--- config.mk ---
export PLATFORM = sky130hd
export DESIGN_NAME = uart_rx_ctrl
export DESIGN_NICKNAME = d
export VERILOG_FILES = /design/src/rtl/uart_rx_ctrl.sv
export SDC_FILE = /design/constraint.sdc
export NUM_CORES = 1
export LEC_CHECK = 0
export ABC_AREA = 1
export CELL_PAD_IN_SITES_DETAIL_PLACEMENT = 1
export CELL_PAD_IN_SITES_GLOBAL_PLACEMENT = 1
export CORE_MARGIN = 2
export CORE_UTILIZATION = 45
export DETAILED_ROUTE_END_ITERATION = 7
export HOLD_SLACK_MARGIN = 0.1
export PLACE_DENSITY_LB_ADDON = 0.12
export SLEW_MARGIN = 20
export SYNTH_ARGS = -nofsm -noshare
export SYNTH_HDL_FRONTEND = slang
export SYNTH_SLANG_ARGS = --single-unit
--- constraint.sdc ---
create_clock -name clk -period 2.38 [get_ports clk]
set_clock_uncertainty 0.2 [all_clocks]
set_input_delay 0.476 -clock clk [delete_from_list [all_inputs] [get_ports clk]]
set_output_delay 0.476 -clock clk [all_outputs]
set_load 0.05 [all_outputs]
--- src/rtl/uart_rx_ctrl.sv ---
// uart_rx_ctrl: parametrised UART receiver with internal bit timing, stop-bit
// checking and ready/framing/overrun/parity status for the host side.
// Optional parity stage is built only when UART_RX_PARITY_EN is defined;
// otherwise parity_error is tied low and the frame is start + data + stop.
module uart_rx_ctrl #(
    parameter int unsigned DATA_BITS    = 8,
    parameter int unsigned CLKS_PER_BIT = 10,
    parameter int unsigned STOP_BITS    = 1,
    parameter int unsigned PARITY_ODD   = 0
) (
    input  logic                 clk,
    input  logic                 n_rst,
    input  logic                 serial_in,
    input  logic                 data_read,
    output logic [DATA_BITS-1:0] rx_data,
    output logic                 data_ready,
    output logic                 framing_error,
    output logic                 overrun_error,
    output logic                 parity_error,
    output logic                 busy
);

    localparam int unsigned TMR_W = 16;
    localparam int unsigned CNT_W = 4;
    localparam int unsigned HALF  = CLKS_PER_BIT / 2;

    typedef enum logic [2:0] {
        S_IDLE,
        S_START,
        S_DATA,
        S_PARITY,
        S_STOP,
        S_LOAD
    } state_t;

    // Reject parameter sets outside the supported range at elaboration
    if (DATA_BITS < 5 || DATA_BITS > 9 || CLKS_PER_BIT < 4 || CLKS_PER_BIT > 65534 ||
        (CLKS_PER_BIT % 2) != 0 || STOP_BITS < 1 || STOP_BITS > 2 || PARITY_ODD > 1) begin : g_bad_cfg
        $error("uart_rx_ctrl: illegal parameter set");
    end

    state_t               r_state;
    logic [TMR_W-1:0]     r_tmr;
    logic [CNT_W-1:0]     r_cnt;
    logic [DATA_BITS-1:0] r_shift;
    logic                 r_hist;
    logic                 r_frame_bad;
    logic [DATA_BITS-1:0] r_rx_data;
    logic                 r_data_ready;
    logic                 r_framing_error;
    logic                 r_overrun_error;
    logic                 r_busy;

    logic                 w_half_hit;
    logic                 w_bit_hit;
    logic                 w_parity_bad;
    logic                 w_frame_good;

    assign w_half_hit   = (r_tmr == TMR_W'(HALF - 1));
    assign w_bit_hit    = (r_tmr == TMR_W'(CLKS_PER_BIT - 1));
    assign w_frame_good = !r_frame_bad && !w_parity_bad;

`ifdef UART_RX_PARITY_EN
    logic r_par_bit;
    logic r_parity_error;

    // Parity mismatch: sampled bit differs from XOR of data (inverted for odd)
    assign w_parity_bad = r_par_bit ^ (^r_shift) ^ 1'(PARITY_ODD);
    assign parity_error = r_parity_error;
`else
    assign w_parity_bad = 1'b0;
    assign parity_error = 1'b0;
`endif

    assign rx_data       = r_rx_data;
    assign data_ready    = r_data_ready;
    assign framing_error = r_framing_error;
    assign overrun_error = r_overrun_error;
    assign busy          = r_busy;

    // Receive FSM, bit timer, shift register and host status flags
    always_ff @(posedge clk) begin
        if (!n_rst) begin
            r_state         <= S_IDLE;
            r_tmr           <= '0;
            r_cnt           <= '0;
            r_shift         <= '0;
            r_hist          <= 1'b0;
            r_frame_bad     <= 1'b0;
            r_rx_data       <= '0;
            r_data_ready    <= 1'b0;
            r_framing_error <= 1'b0;
            r_overrun_error <= 1'b0;
            r_busy          <= 1'b0;
`ifdef UART_RX_PARITY_EN
            r_par_bit       <= 1'b0;
            r_parity_error  <= 1'b0;
`endif
        end else begin
            r_hist <= serial_in;
            // Host read; a good LOAD in the same cycle overrides below
            if (data_read) begin
                r_data_ready    <= 1'b0;
                r_overrun_error <= 1'b0;
            end
            case (r_state)
                S_IDLE: begin
                    r_tmr <= '0;
                    r_cnt <= '0;
                    if (r_hist && !serial_in) begin
                        r_state <= S_START;
                        r_busy  <= 1'b1;
                    end
                end
                S_START: begin
                    if (w_half_hit) begin
                        r_tmr       <= '0;
                        r_frame_bad <= 1'b0;
                        if (serial_in) begin
                            r_state <= S_IDLE;
                            r_busy  <= 1'b0;
                        end else begin
                            r_state <= S_DATA;
                            r_cnt   <= '0;
                        end
                    end else begin
                        r_tmr <= r_tmr + TMR_W'(1);
                    end
                end
                S_DATA: begin
                    if (w_bit_hit) begin
                        r_tmr   <= '0;
                        r_shift <= {serial_in, r_shift[DATA_BITS-1:1]};
                        if (r_cnt == CNT_W'(DATA_BITS - 1)) begin
                            r_cnt   <= '0;
`ifdef UART_RX_PARITY_EN
                            r_state <= S_PARITY;
`else
                            r_state <= S_STOP;
`endif
                        end else begin
                            r_cnt <= r_cnt + CNT_W'(1);
                        end
                    end else begin
                        r_tmr <= r_tmr + TMR_W'(1);
                    end
                end
`ifdef UART_RX_PARITY_EN
                S_PARITY: begin
                    if (w_bit_hit) begin
                        r_tmr     <= '0;
                        r_par_bit <= serial_in;
                        r_state   <= S_STOP;
                    end else begin
                        r_tmr <= r_tmr + TMR_W'(1);
                    end
                end
`endif
                S_STOP: begin
                    if (w_bit_hit) begin
                        r_tmr <= '0;
                        if (!serial_in) begin
                            r_frame_bad <= 1'b1;
                        end
                        if (r_cnt == CNT_W'(STOP_BITS - 1)) begin
                            r_cnt   <= '0;
                            r_state <= S_LOAD;
                        end else begin
                            r_cnt <= r_cnt + CNT_W'(1);
                        end
                    end else begin
                        r_tmr <= r_tmr + TMR_W'(1);
                    end
                end
                S_LOAD: begin
                    r_state         <= S_IDLE;
                    r_busy          <= 1'b0;
                    r_tmr           <= '0;
                    r_framing_error <= r_frame_bad;
`ifdef UART_RX_PARITY_EN
                    r_parity_error  <= w_parity_bad;
`endif
                    if (w_frame_good) begin
                        r_rx_data       <= r_shift;
                        r_data_ready    <= 1'b1;
                        r_overrun_error <= !data_read && (r_data_ready || r_overrun_error);
                    end
                end
                default: begin
                    r_state <= S_IDLE;
                    r_busy  <= 1'b0;
                    r_tmr   <= '0;
                end
            endcase
        end
    end

endmodule

# Word-level counts from Yosys, hierarchy flattened
# Index checks and enable logic that the tools add are counted.
# W data, S select, Z words.
# word_totals
regBits	45
latch_bits	0
ram_bits	0
mem_bits_ro	0
inputBits	4
output_inout_bits	13
wordCells	79
mem_count	0
# op_classes
n_addsub	2
multipliers	0
div	0
order_cmp	0
n_eq_ne	16
n_shift	0
n_mux	32
bitwise	2
reduce_logical	16
# op_table
operator	n
$mux W16	2
$pmux W16 S2	1
$mux W4	6
$mux W3	6
$ne A2 B2 Y1 const B	9
$add A16 B1 Y16 const B	1
$eq A16 B3 Y1 const B	1
$eq A16 B4 Y1 const B	1
$pmux W4 S4	1
$mux W1	12
$pmux W3 S4	1
$reduce_and A4 Y1	2
$eq A3 B3 Y1 const B	2
$reduce_and A6 Y1	1
$reduce_and A5 Y1	1
$add A4 B1 Y4 const B	1
$eq A4 B3 Y1 const B	1
$logic_not A4 Y1	1
$reduce_and A2 Y1	2
$reduce_bool A4 Y1	1
$eq A3 B1 Y1 const B	1
$eq A3 B2 Y1 const B	1
$logic_not A3 Y1	1
$pmux W1 S3	1
other kinds (8)	11

# Logic depth before layout (Yosys ltp)
# depth
word_depth	4
mapped_depth	12
depth_no_buf	12

# Least setup slack after synthesis
# Ideal clock, no wire load.
# synth_path
path_type	reg-to-reg
start	reg r_tmr[0]
end	reg r_shift[5]
setup_ns	0.128
arrival_time_ns	1.310
slack_ns	0.743
path_stages_with_launch	8
path_buffers	1
synth_period_minus_slack_ns	1.637
cell_sequence	dfxtp_1 ha_1 nand3_1 nor2_1 nand3_1 clkbuf_1 o21ai_0 a21oi_1
# synth_via
elab_chain_cells	2
# synth_rtl
item	line	text
start: declaration	43	logic [TMR_W-1:0] r_tmr;
start signal: assignment	127	r_tmr <= r_tmr + TMR_W'(1);
start signal: assignment	145	r_tmr <= r_tmr + TMR_W'(1);
start signal: assignment	172	r_tmr <= r_tmr + TMR_W'(1);
$eq A16 B4 Y1	60	assign w_bit_hit = (r_tmr == TMR_W'(CLKS_PER_BIT - 1));
$reduce_and A2 Y1 (no line)	n/a	
end signal: assignment	133	r_shift <= {serial_in, r_shift[DATA_BITS-1:1]};
end: declaration	45	logic [DATA_BITS-1:0] r_shift;
# Every way passes these cells.
# A chain may end at the register's enable or synchronous reset.

# Final worst setup path
# layout_path
start	reg r_data_ready (netlist: data_ready)
end	out data_ready
# layout_rtl
item	line	text
start: declaration	49	logic r_data_ready;
start signal: assignment	91	r_data_ready <= 1'b0;
start signal: assignment	103	r_data_ready <= 1'b0;
start signal: assignment	185	r_data_ready <= 1'b1;
end: declaration	16	output logic data_ready,
# No word-level cell between the ends.

==> flow_summary_export.csv <==
group,metric,value,unit
clock_tree,cts_buffers,5,
global_route,grt_max_degree,17,
critical_path,critPathMaxFanout,3,
detailed_routing,route.top_layer_used,"met4",
clock_tree,cts-root-buf,"clkbuf_8",
die,die_w,72.0,um
synthesis,syn-mean-instance-area,7.40,um^2
detailed_routing,drc,0,
sta,relSlewSlack,64.1,%
synthesis,synth_seq_area_share,43.3,%
global_route,grt_pass1_wl,8380,um
sta,setup_viol,0,
critical_path,critPathLaunchType,"flop",
place,io_buffers,15,
detailed_routing,dr_total_vias,1793,
sta,worst_pin_slew,0.536,ns
clock_tree,cts_tree,"done",
clock_tree,clkLatencyLatePin,0.30,ns
power,peakVddDrop,0.551,mV
detailed_routing,drt_iter0_drc,122,
place,dp_hpwl,3440,um
critical_path,critPathKind,"flop to output pin",
final_layout,layout_commonest_cell,"nor2_1",
synthesis,synthesis.area,2080,um^2
critical_path,crit_buf_inv,1,
synthesis,syn-num-nets,290,
sta,fin_crit_sh,90.3,%
clock_tree,cts_sinks,45,
final_layout,layout_common_cells,"50 x nor2_1, 47 x nand2_1, 45 x dfxtp_1, 31 x inv_1, 22 x a21oi_1",
detailed_routing,detail-route-antenna-nets,0,
sta,hold-worst-slack,0.256,ns
final_layout,n_antenna_cell,0,
critical_path,slowest_delay,0.82,ns
detailed_routing,routed_wl,4780,um
synthesis,yosys_warnings,0,
detailed_routing,wl_met1,2260,um
final_layout,nNetsFinal,309,
run_status,status,"complete, no violations",
detailed_routing,routedWlPerCell,13.5,um
critical_path,cpMaxStageDelayCell,"clkdlybuf4s50_1",
clock_tree,clk_pin_slew,0.09,ns
sta,clock.fmax,0.465,GHz
power,p_leak,0.000928,uW
sta,rsz0062_at_grt,"no",
flow_run,maxCapViolations,0,
critical_path,crit_path_end_kind,"output pin",
critical_path,critPathTopFamily,"buffers and inverters",
sta,finalHoldViolations,0,
synthesis,synthDistinctLibCells,29,
synthesis,syn_inst,281,
die,start_util,47.1,%
global_route,grt_usage,20.5,%
clock_tree,cts_setup_buffers,0,
sta,maxSlewViolCount,0,
clock_tree,htreeDepth,2,
sta,fin_setup_tns,0,ns
die,io_pins,17,
worst_hold_path,hold_class,"flop to flop",
global_route,grt_pass1_vias,1856,
critical_path,required,1.70,ns
clock_tree,cts.path.max_buffers,2,
synthesis,ys_seq_elements,45,
clock_tree,hold_buffers,0,
die,die_area,5180,um^2
place,routabilityCongestion,0.855,
global_route,antenna_found_initial,0,
detailed_routing,vias_per_cell,5.08,
critical_path,path_cells,"clkdlybuf4s50_1",
die,die_h,72.0,um
detailed_routing,wl_met2,2300,um
power,powerDensity,1010,nW/um^2
final_layout,syn2layout_area_growth,15.4,%
detailed_routing,drtPass1Iterations,6,
critical_path,worstPathArrival,1.47,ns
global_route,gr-total-overflow,0,
detailed_routing,wl_met3,146,um
die,rows,24,
final_layout,drive_gt1_share,9.63,%
sta,fin_crit,2.15,ns
clock_tree,cts-resized-gates,0,
die,fp.coreArea,4410,um^2
## synth_stat cells
cell type / count / share of area, %
a211oi_1: 1 / 0.36
a21oi_1: 22 / 5.3
a31oi_1: 1 / 0.30
and2_1: 1 / 0.30
buf_2: 1 / 0.24
buf_4: 1 / 0.36
buf_6: 2 / 1.1
clkbuf_1: 3 / 0.54
conb_1: 1 / 0.18
dfxtp_1: 45 / 43
ha_1: 5 / 3.0
inv_1: 31 / 5.6
inv_2: 2 / 0.36
nand2_1: 47 / 8.5
nand2_2: 3 / 0.90
nand2_4: 1 / 0.54
nand3_1: 14 / 3.4
nand3_2: 1 / 0.48
nand4_1: 3 / 0.90
nor2_1: 50 / 9.0
nor2_2: 8 / 2.4
nor3_1: 1 / 0.24
nor3_2: 1 / 0.48
o211ai_1: 1 / 0.36
o211ai_4: 1 / 1.0
o21ai_0: 19 / 4.6
o21bai_1: 2 / 0.72
xnor2_1: 4 / 1.7
xor2_1: 9 / 3.8
## through the flow
stage	instances	setup slack, ns	utilization (%)	area, um^2	total power, uW
floorplan	281	0.743	-	2080	1580
global placement	345	0.388	51.6	2280	1770
detailed placement	345	0.306	51.6	2280	1800
CTS	353	0.212	54.3	2400	2430
global route	353	0.181	54.3	2400	2590
finish	353	0.230	54.3	2400	2410
## kinds of logic (layout without fill, tap and decap cells)
| family | Yosys count | count (layout) | synth area share (%) |
|---|---|---|---|
| and+or+nand+nor | 130 | 130 | 27.2 |
| AOI/OAI and AO/OA | 47 | 47 | 12.6 |
| DFF | 45 | 45 | 43.3 |
| buffers and inverters | 40 | 60 | 8.19 |
| xor gates and xnor gates | 13 | 13 | 5.48 |
| adders and majority gates | 5 | 5 | 3.01 |
| other | 1 | 1 | 0.180 |
## area by class of cell
class,count,area [um^2]
Sequential cell,45,901
Multi-Input combinational cell,196,1010
Fill cell,575,2020
Clock buffer,6,82.6
Clock inverter,2,37.5
Timing Repair Buffer,19,180
Tap cell,52,65.1
Inverter,33,124
## per-layer routing
metal | up-vias | track usage (%)
li1 | 920 | -
met4 | 0 | 7.55
met2 | 23 | 33.7
met1 | 843 | 26.4
met3 | 7 | 4.58
met5 | - | 0
## registers in the layout (all words and copies together) (netlist names)
name	count
r_hist	1
framing_error	1
data_ready	1
overrun_error	1
r_tmr	16
r_shift	8
r_frame_bad	1
r_state	3
busy	1
rx_data	8
r_cnt	4
## final timing paths
path           endpoint  depth (start not counted)  slack [ns]        from
max          data_ready                          1        0.23  data_ready
min          rx_data[0]                          2        0.26  r_shift[0]
max reg2reg  r_state[2]                         10        0.47    r_tmr[0]
min reg2reg  rx_data[0]                          2        0.26  r_shift[0]
## power by group
group          switching (uW)  total (uW)  internal, uW
combinational             619         895           276
clock                     271         612           341
sequential               68.6         903           834
(Power assumes the default switching activity.)
